===== src/rtl/tlb_cp0_pkg.sv =====
// Shared register numbers, field widths and the TLB write-port word layout for the CP0 TLB slice.
// Pure declarations: no latency, no flow control.
package tlb_cp0_pkg;

    localparam logic [4:0] CP0_INDEX    = 5'd0;
    localparam logic [4:0] CP0_RANDOM   = 5'd1;
    localparam logic [4:0] CP0_ENTRYLO0 = 5'd2;
    localparam logic [4:0] CP0_ENTRYLO1 = 5'd3;
    localparam logic [4:0] CP0_CONTEXT  = 5'd4;
    localparam logic [4:0] CP0_WIRED    = 5'd6;
    localparam logic [4:0] CP0_BADVADDR = 5'd8;
    localparam logic [4:0] CP0_ENTRYHI  = 5'd10;

    localparam int TLB_IDX_W = 4;
    localparam int VPN2_W    = 19;
    localparam int PFN_W     = 24;

    typedef struct packed {
        logic [VPN2_W-1:0]    vpn2;
        logic [PFN_W-1:0]     pfn1;
        logic                 d1;
        logic                 v1;
        logic [PFN_W-1:0]     pfn0;
        logic                 d0;
        logic                 v0;
        logic [TLB_IDX_W-1:0] idx;
    } tlb_cfg_t;

endpackage


===== src/rtl/tlb_random_ctr.sv =====
// Random down-counter with Wired floor; a Wired write reloads Random to the top entry on the same edge.
// Updates every cycle, no backpressure.
module tlb_random_ctr
    import tlb_cp0_pkg::*;
(
    input  logic                 clk,
    input  logic                 rst_n,
    input  logic                 wiredWe,
    input  logic [TLB_IDX_W-1:0] wiredWdata,
    output logic [TLB_IDX_W-1:0] random,
    output logic [TLB_IDX_W-1:0] wired
);

    always_ff @(posedge clk or negedge rst_n) begin
        if (!rst_n) begin
            random <= '1;
            wired  <= '0;
        end else if (wiredWe) begin
            wired  <= wiredWdata;
            random <= '1;
        end else if (random == wired) begin
            // Wired == 15 lands here every cycle, so Random parks at 15.
            random <= '1;
        end else begin
            random <= random - TLB_IDX_W'(1);
        end
    end

endmodule


===== src/rtl/tlb_cp0_regs.sv =====
// CP0 TLB register slice: MTC0/MFC0 access, exception capture, 75-bit TLB write word with 1-cycle strobe.
// Config and strobe follow the request by one cycle, no backpressure; TLB_RANDOM_EN adds Random/Wired for TLBWR.
module tlb_cp0_regs
    import tlb_cp0_pkg::*;
(
    input  logic        clk,
    input  logic        rst_n,
    input  logic        cp0_we,
    input  logic [4:0]  cp0_waddr,
    input  logic [31:0] cp0_wdata,
    input  logic [4:0]  cp0_raddr,
    output logic [31:0] cp0_rdata,
    input  logic        tlbwi_req,
    input  logic        tlbwr_req,
    input  logic        exc_tlb,
    input  logic [31:0] exc_vaddr,
    output logic [74:0] tlbConfig,
    output logic        tlbwi
);

    logic                 indexP;
    logic [TLB_IDX_W-1:0] indexIdx;
    logic [29:0]          entryLo0;
    logic [29:0]          entryLo1;
    logic [8:0]           pteBase;
    logic [VPN2_W-1:0]    badVpn2;
    logic [VPN2_W-1:0]    vpn2;
    logic [7:0]           asid;
    logic [31:0]          badVAddr;
    tlb_cfg_t             cfgQ;
    logic                 tlbwiQ;

    logic [TLB_IDX_W-1:0] randomVal;
    logic [TLB_IDX_W-1:0] wiredVal;
    logic [TLB_IDX_W-1:0] reqIdx;
    logic                 tlbReq;

    assign tlbReq = tlbwi_req | tlbwr_req;

`ifdef TLB_RANDOM_EN
    tlb_random_ctr u_randomCtr (
        .clk        (clk),
        .rst_n      (rst_n),
        .wiredWe    (cp0_we && (cp0_waddr == CP0_WIRED)),
        .wiredWdata (cp0_wdata[TLB_IDX_W-1:0]),
        .random     (randomVal),
        .wired      (wiredVal)
    );
    assign reqIdx = tlbwi_req ? indexIdx : randomVal;
`else
    assign randomVal = '0;
    assign wiredVal  = '0;
    assign reqIdx    = indexIdx;
`endif

    always_ff @(posedge clk or negedge rst_n) begin
        if (!rst_n) begin
            indexP   <= 1'b0;
            indexIdx <= '0;
            entryLo0 <= '0;
            entryLo1 <= '0;
            pteBase  <= '0;
            badVpn2  <= '0;
            vpn2     <= '0;
            asid     <= '0;
            badVAddr <= '0;
        end else begin
            if (cp0_we) begin
                case (cp0_waddr)
                    CP0_INDEX: begin
                        indexP   <= cp0_wdata[31];
                        indexIdx <= cp0_wdata[TLB_IDX_W-1:0];
                    end
                    CP0_ENTRYLO0: entryLo0 <= cp0_wdata[29:0];
                    CP0_ENTRYLO1: entryLo1 <= cp0_wdata[29:0];
                    CP0_CONTEXT:  pteBase  <= cp0_wdata[31:23];
                    CP0_ENTRYHI: begin
                        vpn2 <= cp0_wdata[31:13];
                        asid <= cp0_wdata[7:0];
                    end
                    default: ;
                endcase
            end
            // Placed after the MTC0 decode so a same-cycle miss overrides the written VPN2.
            if (exc_tlb) begin
                badVAddr <= exc_vaddr;
                vpn2     <= exc_vaddr[31:13];
                badVpn2  <= exc_vaddr[31:13];
            end
        end
    end

    always_ff @(posedge clk or negedge rst_n) begin
        if (!rst_n) begin
            cfgQ   <= '0;
            tlbwiQ <= 1'b0;
        end else begin
            tlbwiQ <= tlbReq;
            if (tlbReq) begin
                cfgQ.vpn2 <= vpn2;
                cfgQ.pfn1 <= entryLo1[29:6];
                cfgQ.d1   <= entryLo1[2];
                cfgQ.v1   <= entryLo1[1];
                cfgQ.pfn0 <= entryLo0[29:6];
                cfgQ.d0   <= entryLo0[2];
                cfgQ.v0   <= entryLo0[1];
                cfgQ.idx  <= reqIdx;
            end
        end
    end

    assign tlbConfig = cfgQ;
    assign tlbwi     = tlbwiQ;

    always_comb begin
        cp0_rdata = '0;
        case (cp0_raddr)
            CP0_INDEX:    cp0_rdata = {indexP, 27'b0, indexIdx};
            CP0_RANDOM:   cp0_rdata = {28'b0, randomVal};
            CP0_ENTRYLO0: cp0_rdata = {2'b0, entryLo0};
            CP0_ENTRYLO1: cp0_rdata = {2'b0, entryLo1};
            CP0_CONTEXT:  cp0_rdata = {pteBase, badVpn2, 4'b0};
            CP0_WIRED:    cp0_rdata = {28'b0, wiredVal};
            CP0_BADVADDR: cp0_rdata = badVAddr;
            CP0_ENTRYHI:  cp0_rdata = {vpn2, 5'b0, asid};
            default:      cp0_rdata = '0;
        endcase
    end

endmodule


===== config.mk =====
export PLATFORM = sky130hd
export DESIGN_NAME = tlb_cp0_regs
export DESIGN_NICKNAME = d
export VERILOG_FILES = /design/src/rtl/tlb_cp0_pkg.sv /design/src/rtl/tlb_random_ctr.sv /design/src/rtl/tlb_cp0_regs.sv
export SDC_FILE = /design/constraint.sdc
export NUM_CORES = 1
export LEC_CHECK = 0
export CORE_MARGIN = 2
export CORE_UTILIZATION = 30
export DETAILED_ROUTE_END_ITERATION = 8
export DONT_BUFFER_PORTS = 1
export SLEW_MARGIN = 5
export SYNTH_ARGS = -nofsm -noshare
export SYNTH_HDL_FRONTEND = slang
export SYNTH_SLANG_ARGS = --single-unit

===== constraint.sdc =====
create_clock -name clk -period 1.6 [get_ports clk]
set_input_delay 0.16 -clock clk [delete_from_list [all_inputs] [get_ports clk]]
set_output_delay 0.16 -clock clk [all_outputs]
set_load 0.02 [all_outputs]

# == Word level (Yosys, flattened, before mapping) ==
# Cells that the tools add are included.
# W data, S select, Z words.
# op_classes
n_eq_ne,9
mux,4
bitwise,1
n_reduce_logical,10
# op_table
op,count
$pmux W32 S6,1
$mux W19,3
$eq A5 B2 Y1 const B,4
$eq A5 B4 Y1 const B,3
$reduce_and A2 Y1,6
$eq A5 B3 Y1 const B,2
$logic_not A5 Y1,2
$reduce_bool A2 Y1,2
$or A1 B1 Y1,1
# totals
ff_bits,228
inputBits,80
out_inout_bits,108
elab_cells,42

# == Logic depth before layout (Yosys ltp) ==
# Gate-level depths: netlist of the first run.
# depth
word_depth,4
mapped_depth,6
ltp_nobuf,3

# == Worst setup path before layout of the first run ==
# Ideal clock, no wire load.
# synth_timing
path_kind,input-to-output
start,input port cp0_raddr[0]
end,output port cp0_rdata[14]
arrival_ps,1363
required_ps,1440
path_slack_ps,77
path_stages,5
path_buffers,2
path_cell_list,buf_2 > buf_1 > mux2i_1 > nor2_1 > a221o_1
# synth_between
elab_chain_len,2
elab_cells_between_ends,7
classes_between,5 x eq/ne; 1 x mux; 1 x reduce/logical
# synth_lines
element,line,rtl
from (decl),tlb_cp0_regs.sv:11,"input logic [4:0] cp0_raddr,"
$eq A5 B4 Y1 (tied with other cells),tlb_cp0_regs.sv:117,case (cp0_raddr)
$pmux W32 S6 (*),tlb_cp0_regs.sv:117,
to (decl),tlb_cp0_regs.sv:12,"output logic [31:0] cp0_rdata,"
# Mark *: on every way between the ends. The rest lies on a longest branch, timed or not.

# == Final worst setup path of the first run ==
# layout_timing
start,register vpn2[18]
end,output port cp0_rdata[31]
# layout_between
elab_chain_len,1
# layout_lines
element,line,rtl
from (decl),tlb_cp0_regs.sv:27,logic [VPN2_W-1:0] vpn2;
from (signal assigned),tlb_cp0_regs.sv:78,vpn2 <= cp0_wdata[31:13];
from (signal assigned),tlb_cp0_regs.sv:87,vpn2 <= exc_vaddr[31:13];
$pmux W32 S6,tlb_cp0_regs.sv:117,
# Every way passes these cells.

==> results.md, run 1 <==
* Sequential area share after synthesis at 56.27%
* ANT nets after route at 0
* Syn Area/Cell at between 10 and 15 um2
* Max-cap violations at 0
* Worst skew pair latency at 0.52 ns
* Largest net degree at the start of global routing at 210
* Iter 0 DRT Violations at 370
* Avg Vias per Cell at 5.079
* Most area-hungry cell type in the Yosys netlist: dfrtp_1
* Worst Setup Path Type: flip-flop to output port
* CTS tree: done
* Startpoint Class: flip-flop
* RD Place Congestion at 0.7687
* Core area at ~31000 um2
* Leak pwr at 5.442 nW
* Setup TNS at -4.455 ns
* Mapped Cells at 681
* Outcome: complete, but fails checks
* Post-synth EDFFs at 0
* Ys flop type: dfrtp_1
* Area of the mapped netlist at just over 9000 um2
* P&R area growth vs syn at 32.82%
* Vias at 6435
* Pwr/cell area at 1216 nW/um2
* Top post-synthesis cells by area: dfrtp_1 (56%), mux2_2 (22%), mux2_1 (3.5%)
* Synth cell types at 40
* RSZ-0062 raised after global routing: true
* Die ar. at 32400 um2
* Yosys warning count at 0
* First-pass GRT wire length at 44.37 mm
* Chip height at 180.0 um
* Clock root cell: clkbuf_16
* Post-Route Utilization at 40.46%
* DR pass1 iterations at 4
* Seq cells post-synth at roughly 210
* Hold WS at -0.6525 ns
* Final-layout fill cell count at approximately 2900
* Final hold vios at 209
* Final setup vio count at 32
* GRT Util Overall at between 15 and 20%
* Cts hold-fix bufs at 98
* Worst path arrival time at 1.70 ns
* Clock buffer depth at 3
* Share of layout cells above drive strength 1 at 39.36%
* Clock Pin Slew Worst Setup and Hold Paths at ~0.050 ns
* Tmin final at 1.857 ns
* DRC viols at 0
* CP required at 1.44 ns
* Worst r2r path cells at 3
* Initial antenna violation count at 2
* CP endpoint kind: output port
* Violated checks: negative hold slack, negative setup slack
* Critical path peak fanout at 2
* DR WL/cell at 22.91 um
* Clock skew at 0.005839 ns
* HP Class: primary input to async pin
* Chip Width at between 150 and 200 um
* CTS Buf Count at 25
* Synth top area share at between 50% and 60%
* Fin. max-slew vios at 0
* Initial Utilization at 30.46%
* Crit share post-route at 116.0%
* Detail Placement HPWL at 18.31 mm
* Max_slew headroom at 56.13%
* FMAX at 0.5386 GHz
* Final WS setup at -0.2565 ns
* Vias in the first global route at between 6000 and 7000
* Maximum vdd drop at 0.0007098 V
* Routed WL at slightly below 30 mm
* Clk sink count at 209
* Rows at 64
* Nets at 935
* IO Count at 188
* Synthesized Nets at 761
* Slew @ Worst Pin at 0.6521 ns
* IO Port Bufs at 0
* Gr ovfl total at 0
* Htree depth at 1
* Share of flip-flops with an asynchronous set or reset at 100.0%
## Yosys cell counts (3+ instances only)
library cell and instances:
nand4_1 4, dfrtp_1 209, buf_6 3, a221o_1 28, mux2_1 29, mux2i_1 22, a31oi_1 19, mux2_2 184
nand3_1 16, clkbuf_1 14, nor2b_1 21, o21ai_0 18, buf_1 4, buf_2 29, a21oi_1 24, nor2_1 26
nand3b_1 5
## worst paths after layout
path / slack (ns) / startpoint / endpoint
setup / recovery: -0.26 / vpn2[18] / cp0_rdata[31]
hold / removal: -0.65 / rst_n / tlbConfig[33]
setup reg to reg: 0.13 / badVpn2[13] / badVpn2[13]
hold reg to reg: 0.50 / entryLo0[5] / entryLo0[5]
max in group asynchronous: 1.86 / rst_n / badVpn2[5]
min in group clk: 0.02 / tlbwr_req / tlbwi
## routing by layer
metal / up-vias / wire (um) / track usage, %
met1: 3310 / 12400 / 22.86
met2: 223 / 13450 / 28.23
met3: 52 / 2303 / 5.679
met4: 0 / 881 / 6.000
met5: - / 0 / 0
li1: 2850 / - / -
## layout by cell type (no fill, tap or decap), drive strengths merged, types with 3 or more instances in the layout
cell and count:
a21oi 24, a221o 28, a31oi 19, buf 100, clkbuf 31, clkinv 7
dfrtp 209, dlygate4sd3 97, mux2 213, mux2i 22, nand3 16, nand3b 5
nand4 4, nor2 27, nor2b 21, nor3b 3, o21ai 19
## cell type report
| cell class | count | area, um2 | share of cell area, % |
|---|---|---|---|
| multi-input cells | 421 | 3946 | 31.97 |
| diodes | 2 | 5.005 | 0.04054 |
| flip-flops and latches | 209 | 5234 | 42.40 |
| repair buffers | 197 | 1896 | 15.36 |
| clock buffers | 31 | 658.1 | 5.331 |
| well taps | 396 | 495.5 | 4.014 |
| inverters | 1 | 3.754 | 0.03041 |
| clock inverters | 10 | 106.4 | 0.8615 |
## cells by family after synthesis
logic type | after synthesis | synth area share, %
and+or+nand+nor | 92 | 5.870
AOI/OAI and AO/OA | 94 | 6.987
DFF | 209 | 56.27
buffers and inverters | 51 | 2.692
muxes | 235 | 28.18
## worst max-delay path: stages (launching register included)
cell     delay [ns]
dfrtp_1        0.38
and3b_1        0.19
a22o_1         0.21
a221o_1        0.27
buf_6          0.14
## repair_timing
item / CTS / global route
setup buffers: 38 / 11
gates resized for setup: 45 / 9
setup endpoints to repair: 32 / 32
pin swaps: 29 / 8
endpoints found under the hold margin: 343 / 209
## metrics by stage
stage	area, um2	power [mW]	setup slack, ns	std cells
3_5_place_dp	10020	8.979	0.06742	1078
3_3_place_gp	10020	8.927	0.08818	1078
2_1_floorplan	9294	8.416	0.07735	681
5_1_grt	12340	15.68	-0.3466	1267
4_1_cts	12230	15.06	-0.2828	1255
6_report	12340	15.01	-0.2565	1267
## state kept, by name, indices dropped and copies added, names as in the netlist
name / flops
tlbConfig: 75
entryLo0: 30
entryLo1: 30
badVpn2: 19
vpn2: 19
badVAddr: 13
pteBase: 9
asid: 8
indexIdx: 4
indexP: 1
tlbwi: 1
## power breakdown
| part | internal, mW | leakage (nW) | switching [mW] |
|---|---|---|---|
| logic | 1.46 | 2.49 | 0.813 |
| clock network | 3.21 | 0.377 | 2.25 |
| registers | 6.19 | 2.57 | 1.08 |
| total | 10.9 | 5.44 | 4.15 |
No activity file was read; power rests on OpenSTA's default activity.
==> run 2: changes to the inputs <==
--- a/config.mk
+++ b/config.mk
@@ -5,10 +5,13 @@
 export SDC_FILE = /design/constraint.sdc
 export NUM_CORES = 1
 export LEC_CHECK = 0
+export CELL_PAD_IN_SITES_DETAIL_PLACEMENT = 1
+export CELL_PAD_IN_SITES_GLOBAL_PLACEMENT = 2
 export CORE_MARGIN = 2
-export CORE_UTILIZATION = 30
+export CORE_UTILIZATION = 35
 export DETAILED_ROUTE_END_ITERATION = 8
 export DONT_BUFFER_PORTS = 1
+export PLACE_DENSITY_LB_ADDON = 0.1
 export SLEW_MARGIN = 5
 export SYNTH_ARGS = -nofsm -noshare
 export SYNTH_HDL_FRONTEND = slang
==> run 2 against run 1 <==
  * The flow still finishes with violations (negative hold slack, negative setup slack)
  * First-iteration DRC count fell by 36%
  * Sequential cell count did not move
  * Die area shrank 14%
  * Fmax is 2.0% higher
  * Clock skew is 0.00051 ns higher
  * Register-to-register slack about the same
  * Sequential share of layout area is 0.50 points higher
  * Global-route usage grew 3.5 points
  * Via count decreased by 0.34%
  * Sequential power hardly changed
  * Utilization grew 6.4 points
  * Non-clock buffer count shrank 15
  * Critical endpoint is now cp0_rdata[14]
==> results.md, run 2 (synthesized netlist as in run 1, its figures left out) <==
* Outcome: complete, but fails checks (unchanged)
* Violated checks: negative hold slack, negative setup slack (unchanged)
* Worst Setup Path Type: flip-flop to output port (unchanged)
* DRC viols at 0 (unchanged)
* First-pass GRT wire length at 45.85 mm (was 44.37 mm)
* CTS tree: done (unchanged)
* Max_slew headroom at 51.43% (was 56.13%)
* IO Count at 188 (unchanged)
* Nets at 920 (was 935)
* Clk sink count at 209 (unchanged)
* Clock root cell: clkbuf_16 (unchanged)
* CP required at 1.44 ns (about the same)
* Pwr/cell area at 1235 nW/um2 (was 1216 nW/um2)
* CP endpoint kind: output port (unchanged)
* Final-layout fill cell count at 2631 (was 2853)
* Hold WS at -0.6489 ns (was -0.6525 ns)
* Die ar. at 27870 um2 (was 32400 um2)
* FMAX at 0.5494 GHz (was 0.5386 GHz)
* Share of layout cells above drive strength 1 at 39.70% (was 39.36%)
* Leak pwr at 5.368 nW (was 5.442 nW)
* Register Area at 5236 um2 (was 5234 um2)
* RD Place Congestion at 0.7130 (was 0.7687)
* Clock buffer depth at 3 (unchanged)
* Detail Placement HPWL at 17.79 mm (was 18.31 mm)
* Clock skew at 0.006345 ns (was 0.005839 ns)
* Tmin final at 1.820 ns (was 1.857 ns)
* ANT nets after route at 0 (unchanged)
* Crit share post-route at 113.8% (was 116.0%)
* Cts hold-fix bufs at 96 (was 98)
* Gr ovfl total at 0 (unchanged)
* Slew @ Worst Pin at 0.7220 ns (was 0.6521 ns)
* Multi-input gate area at 3981 um2 (was 3946 um2)
* DR WL/cell at 24.68 um (was 22.91 um)
* CTS Buf Count at 25 (unchanged)
* Clock power frac at 37.2% (was 36.4%)
* Largest net degree at the start of global routing at 210 (unchanged)
* Core area at 26060 um2 (was 30510 um2)
* Fin. max-slew vios at 0 (unchanged)
* Worst r2r path cells at 3 (unchanged)
* Final hold vios at 209 (unchanged)
* GRT Util Overall at 21.24% (was 17.73%)
* HP Class: primary input to async pin (unchanged)
* Clock Pin Slew Worst Setup and Hold Paths at 0.06 ns (was 0.05 ns)
* Seq pwr share at 48.3% (was 48.5%)
* P_int at 11.03 mW (was 10.86 mW)
* Initial Utilization at 35.67% (was 30.46%)
* Most common cell after layout, fill and taps aside: dfrtp_1 (unchanged)
* Final std cells w/o fill at 1192 (was 1267)
* RSZ-0062 raised after global routing: true (unchanged)
* DR pass1 iterations at 4 (unchanged)
* Worst skew pair latency at 0.51 ns (was 0.52 ns)
* Most frequent cells in the layout: dfrtp_1 (204), mux2_2 (172), dlygate4sd3_1 (95) (was dfrtp_1 (206), mux2_2 (169), dlygate4sd3_1 (97))
* Worst path arrival time at 1.66 ns (was 1.70 ns)
* Maximum vdd drop at 0.0007972 V (was 0.0007098 V)
* Avg Vias per Cell at 5.380 (was 5.079)
* Chip Width at 167.0 um (was 180.0 um)
* Final setup vio count at 31 (was 32)
* Startpoint Class: flip-flop (unchanged)
* Routed WL at 29.41 mm (was 29.03 mm)
* P&R area growth vs syn at 31.33% (was 32.82%)
* Initial antenna violation count at 3 (was 2)
* Sw Ratio at 26.87% (was 27.63%)
* Rows at 59 (was 64)
* Comb pwr share at 14.5% (was 15.1%)
* Max-cap violations at 0 (unchanged)
* Max reg flops at 75 (unchanged)
* # placed instances at 996 (was 1078)
* Iter 0 DRT Violations at 236 (was 370)
* Htree depth at 1 (unchanged)
* Switch Pwr at 4.052 mW (was 4.146 mW)
* Critical path peak fanout at 2 (unchanged)
* Chip height at 167.0 um (was 180.0 um)
* Final WS setup at -0.2202 ns (was -0.2565 ns)
* Vias at 6413 (was 6435)
* Vias in the first global route at 7487 (was 6954)
* IO Port Bufs at 0 (unchanged)
-- run 2: final timing paths --
| check | startpoint | end | slack (ns) |
|---|---|---|---|
| hold reg to reg | entryLo0[5] | entryLo0[5] | 0.50 |
| max in group asynchronous | rst_n | tlbConfig[47] | 2.02 |
| setup reg to reg | badVpn2[7] | badVpn2[7] | 0.12 |
| hold / removal | rst_n | tlbConfig[18] | -0.65 |
| setup / recovery | entryLo0[14] | cp0_rdata[14] | -0.22 |
| min in group clk | tlbwi_req | tlbwi | 0.05 |
-- run 2: what timing repair did --
item                                    4_1_cts  5_1_grt
hold endpoints to repair                    342      209
endpoints found under the setup margin       32       32
setup buffers                                49        8
pin swaps                                    35       11
resized for setup                            45       12
-- run 2: power groups by stage --
stage | combinational [mW] | sequential (mW) | clock (mW)
floorplan | 1.27 | 7.15 | 0
global placement | 1.39 | 7.40 | 0
detailed placement | 1.46 | 7.44 | 0
CTS | 2.13 | 7.29 | 5.78
global route | 2.38 | 7.41 | 5.98
finish | 2.18 | 7.29 | 5.61
-- run 2: critical path, stage by stage, from the launching register on --
cell and delay (ns):
dfrtp_1 0.41, mux2i_4 0.20, nor2_1 0.06, a221o_1 0.33
buf_6 0.15
-- run 2: layer usage --
layer	up-vias	track usage, %	routed length, um
met2	177	37.00	14500
met1	3347	26.52	12330
met4	0	4.723	718
met5	-	0	0
li1	2841	-	-
met3	48	5.466	1858
-- run 2: area by class of cell --
type | instances | area share [%]
well taps | 335 | 3.434
clock buffers | 34 | 5.894
multi-input cells | 421 | 32.62
clock inverters | 7 | 0.7483
flip-flops and latches | 209 | 42.90
inverters | 1 | 0.03075
diodes | 3 | 0.06151
repair buffers | 182 | 14.31
-- run 2: stage by stage --
step	setup TNS [ns]	power [mW]	util (%)	worst slack [ns]	cell area, um2
after global placement	0	8.789	37.50	0.01922	9772
final	-3.956	15.08	46.84	-0.2202	12210
after CTS	-4.775	15.20	46.41	-0.2555	12090
after floorplan	0	8.416	-	0.07735	9294
after global routing	-5.769	15.77	46.83	-0.3048	12200
after detailed placement	-0.01159	8.897	37.50	-0.01087	9772
==> run 3: changes to the inputs <==
--- a/config.mk
+++ b/config.mk
@@ -5,6 +5,7 @@
 export SDC_FILE = /design/constraint.sdc
 export NUM_CORES = 1
 export LEC_CHECK = 0
+export ABC_AREA = 1
 export CELL_PAD_IN_SITES_DETAIL_PLACEMENT = 1
 export CELL_PAD_IN_SITES_GLOBAL_PLACEMENT = 2
 export CORE_MARGIN = 2
==> run 3 against run 2 <==
  * The flow finishes with violations (negative hold slack)
  * Sequential share of layout area grew 2.2 points
  * First-iteration DRC count is 140% higher
  * Register-to-register slack improved by 0.63 ns
  * Critical endpoint is now cp0_rdata[15]
==> results.md, run 3 <==
* Worst path arrival time at 1.41 ns (was 1.66 ns)
* Sequential area share after synthesis at 55.09% (was 56.27%)
* Syn Area/Cell at 7.892 um2 (was 13.65 um2)
* Largest net degree at the start of global routing at 210 (unchanged)
* Startpoint Class: flip-flop (unchanged)
* Chip Width at 168.7 um (was 167.0 um)
* Clock Pin Slew Worst Setup and Hold Paths at 0.06 ns (about the same)
* Post-Route Utilization at 43.29% (was 46.84%)
* FMAX at 0.6354 GHz (was 0.5494 GHz)
* Htree depth at 1 (unchanged)
* Cts hold-fix bufs at 74 (was 96)
* Synth cell types at 20 (was 40)
* Mapped Cells at 1203 (was 681)
* Launching point of the worst reg2reg path: tlbConfig[34] (was badVpn2[7])
* Crit share post-route at 98.37% (was 113.8%)
* Final WS setup at 0.02612 ns (was -0.2202 ns)
* Critical path peak fanout at 3 (was 2)
* Slew @ Worst Pin at 0.4699 ns (was 0.7220 ns)
* Final instance area at 11600 um2 (was 12210 um2)
* Chip height at 168.7 um (was 167.0 um)
* First-pass GRT wire length at 52.12 mm (was 45.85 mm)
* Setup TNS at 0 ns (was -3.956 ns)
* Most frequent cell after synthesis: nand2_1 (was dfrtp_1)
* Most frequent cells in the layout: nand2_1 (414), dfrtp_1 (207), inv_1 (124) (was dfrtp_1 (204), mux2_2 (172), dlygate4sd3_1 (95))
* Share of flip-flops with an asynchronous set or reset at 100.0% (unchanged)
* RSZ-0062 raised after global routing: true (unchanged)
* Area of the mapped netlist at 9494 um2 (was 9294 um2)
* Share of layout cells above drive strength 1 at 9.836% (was 39.70%)
* Max-cap violations at 0 (unchanged)
* Leak pwr at 5.695 nW (was 5.368 nW)
* Synthesized Nets at 1283 (was 761)
* Outcome: complete, but fails checks (unchanged)
* FF-to-FF End: tlbConfig[34] (was badVpn2[7])
* DR WL/cell at 20.77 um (was 24.68 um)
* Antenna Cells at 0 (was 3)
* Seq cells post-synth at 209 (unchanged)
* RD Place Congestion at 0.7558 (was 0.7130)
* Final-layout fill cell count at 3193 (was 2631)
* Fin. max-slew vios at 0 (unchanged)
* Post-synth EDFFs at 0 (unchanged)
* Most frequent cells after synthesis: nand2_1 (441), dfrtp_1 (209), inv_1 (126), o21ai_0 (109), nor2_1 (68) (was dfrtp_1 (209), mux2_2 (184), buf_2 (29), mux2_1 (29), a221o_1 (28))
* Worst Setup Path Type: flip-flop to output port (unchanged)
* Clock root cell: clkbuf_16 (unchanged)
* Max_slew headroom at 68.60% (was 51.43%)
* ANT nets after route at 0 (unchanged)
* Final setup vio count at 0 (was 31)
* Yosys warning count at 0 (unchanged)
* Synth top area share at 55.09% (was 56.27%)
* HP Class: primary input to async pin (unchanged)
* Maximum vdd drop at 0.0006318 V (was 0.0007972 V)
* Nets at 1347 (was 920)
* Final hold vios at 210 (was 209)
* Worst r2r path cells at 2 (was 3)
* Most common cell after layout, fill and taps aside: nand2_1 (was dfrtp_1)
* Iter 0 DRT Violations at 578 (was 236)
* Core area at 26800 um2 (was 26060 um2)
* IO Port Bufs at 0 (unchanged)
* Clk sink count at 209 (unchanged)
* P&R area growth vs syn at 22.19% (was 31.33%)
* Ys flop type: dfrtp_1 (unchanged)
* Clock buffer depth at 3 (unchanged)
* CTS tree: done (unchanged)
* Max reg flops at 75 (unchanged)
* Vias in the first global route at 8425 (was 7487)
* Hold WS at -0.6753 ns (was -0.6489 ns)
* Initial Utilization at 35.42% (was 35.67%)
* Tmin final at 1.574 ns (was 1.820 ns)
* CP endpoint kind: output port (unchanged)
* Worst skew pair latency at 0.54 ns (was 0.51 ns)
* GRT Util Overall at 23.88% (was 21.24%)
* Clock skew at 0.02526 ns (was 0.006345 ns)
* Placed cell areas at 9943 um2 (was 9772 um2)
* Top post-synthesis cells by area: dfrtp_1 (55%), nand2_1 (17%), o21ai_0 (5.7%) (was dfrtp_1 (56%), mux2_2 (22%), mux2_1 (3.5%))
* Pre-CTS WS at 0.2081 ns (was -0.01087 ns)
* IO Count at 188 (unchanged)
* DRC viols at 0 (unchanged)
* # placed instances at 1503 (was 996)
* DR pass1 iterations at 5 (was 4)
* Rows at 60 (was 59)
* CP required at 1.44 ns (about the same)
* Initial antenna violation count at 0 (was 3)
* Reg2reg setup slack at 0.75 ns (was 0.12 ns)
* Gr ovfl total at 0 (unchanged)
* Final std cells w/o fill at 1622 (was 1192)
* Pwr Total at 14.08 mW (was 15.08 mW)
* Violated checks: negative hold slack (was negative hold slack, negative setup slack)
* Pwr/cell area at 1213 nW/um2 (was 1235 nW/um2)
* Die ar. at 28460 um2 (was 27870 um2)
* Detail Placement HPWL at 21.63 mm (was 17.79 mm)
* Vias at 8223 (was 6413)
* Avg Vias per Cell at 5.070 (was 5.380)
* CTS Buf Count at 25 (unchanged)
* Routed WL at 33.69 mm (was 29.41 mm)
* Most area-hungry cell type in the Yosys netlist: dfrtp_1 (unchanged)
[run 3: cell types whose count changed in the layout (fill, tap and decap cells not counted), sizes merged, moves of 28 or more]
cell / previous run / this run
nand2: 1 / 442
mux2: 213 / 0
nand3: 16 / 48
inv: 2 / 131
buf: 87 / 32
o21ai: 19 / 162
a221o: 28 / 0
nand4: 4 / 57
nor2: 27 / 76
[run 3: layout make-up]
type | count | area [um2] | area share, %
repair buffers | 105 | 1091 | 9.405
multi-input cells | 795 | 3632 | 31.31
clock inverters | 1 | 5.005 | 0.04314
well taps | 341 | 426.7 | 3.678
inverters | 131 | 491.7 | 4.239
clock buffers | 40 | 721.9 | 6.223
flip-flops and latches | 209 | 5233 | 45.10
[run 3: worst max path at each step]
stage,from,endpoint,slack [ns],depth (start not counted)
6_report,badVpn2[2],cp0_rdata[15],0.03,4
5_1_grt,badVpn2[11],cp0_rdata[15],-0.04,4
4_1_cts,badVpn2[7],cp0_rdata[11],-0.03,4
3_5_place_dp,cp0_raddr[3],cp0_rdata[22],0.21,6
3_3_place_gp,cp0_raddr[3],cp0_rdata[21],0.21,6
2_1_floorplan,cp0_raddr[4],cp0_rdata[13],0.46,7
[run 3: routing by layer]
layer / routed length [um] / track usage (%) / vias to the layer above / share of wire [%]
met5: 0 / 0 / - / 0
met1: 15950 / 34.65 / 4044 / 47
met3: 2048 / 4.840 / 44 / 6.1
li1: - / - / 3920 / -
met2: 14980 / 36.72 / 215 / 44
met4: 708 / 5.810 / 0 / 2.1
[run 3: cell families after synthesis]
kind of cell,share of synthesized area (%)
AND/OR/NAND/NOR,27.45
flip-flops,55.09
buffers and inverters,8.368
AO/OA/AOI/OAI,9.093
[run 3: repair_timing]
action | 4_1_cts | 5_1_grt
gates resized for setup | 15 | 37
hold endpoints to repair | 343 | 209
endpoints found under the setup margin | 13 | 23
pin swaps | 2 | 22
buffers inserted | 1 | 3
[run 3: report_power, final]
part           total, mW  switching [mW]  internal (mW)
registers           7.19            1.05           6.13
logic               1.62           0.992          0.625
clock network       5.27            2.23           3.04
[run 3: critical path, cell delays in order (launching register included)]
cell and delay [ns]:
dfrtp_1 0.42, nand4_1 0.12, nand2_1 0.06, nor2_1 0.17, nand2_4 0.10
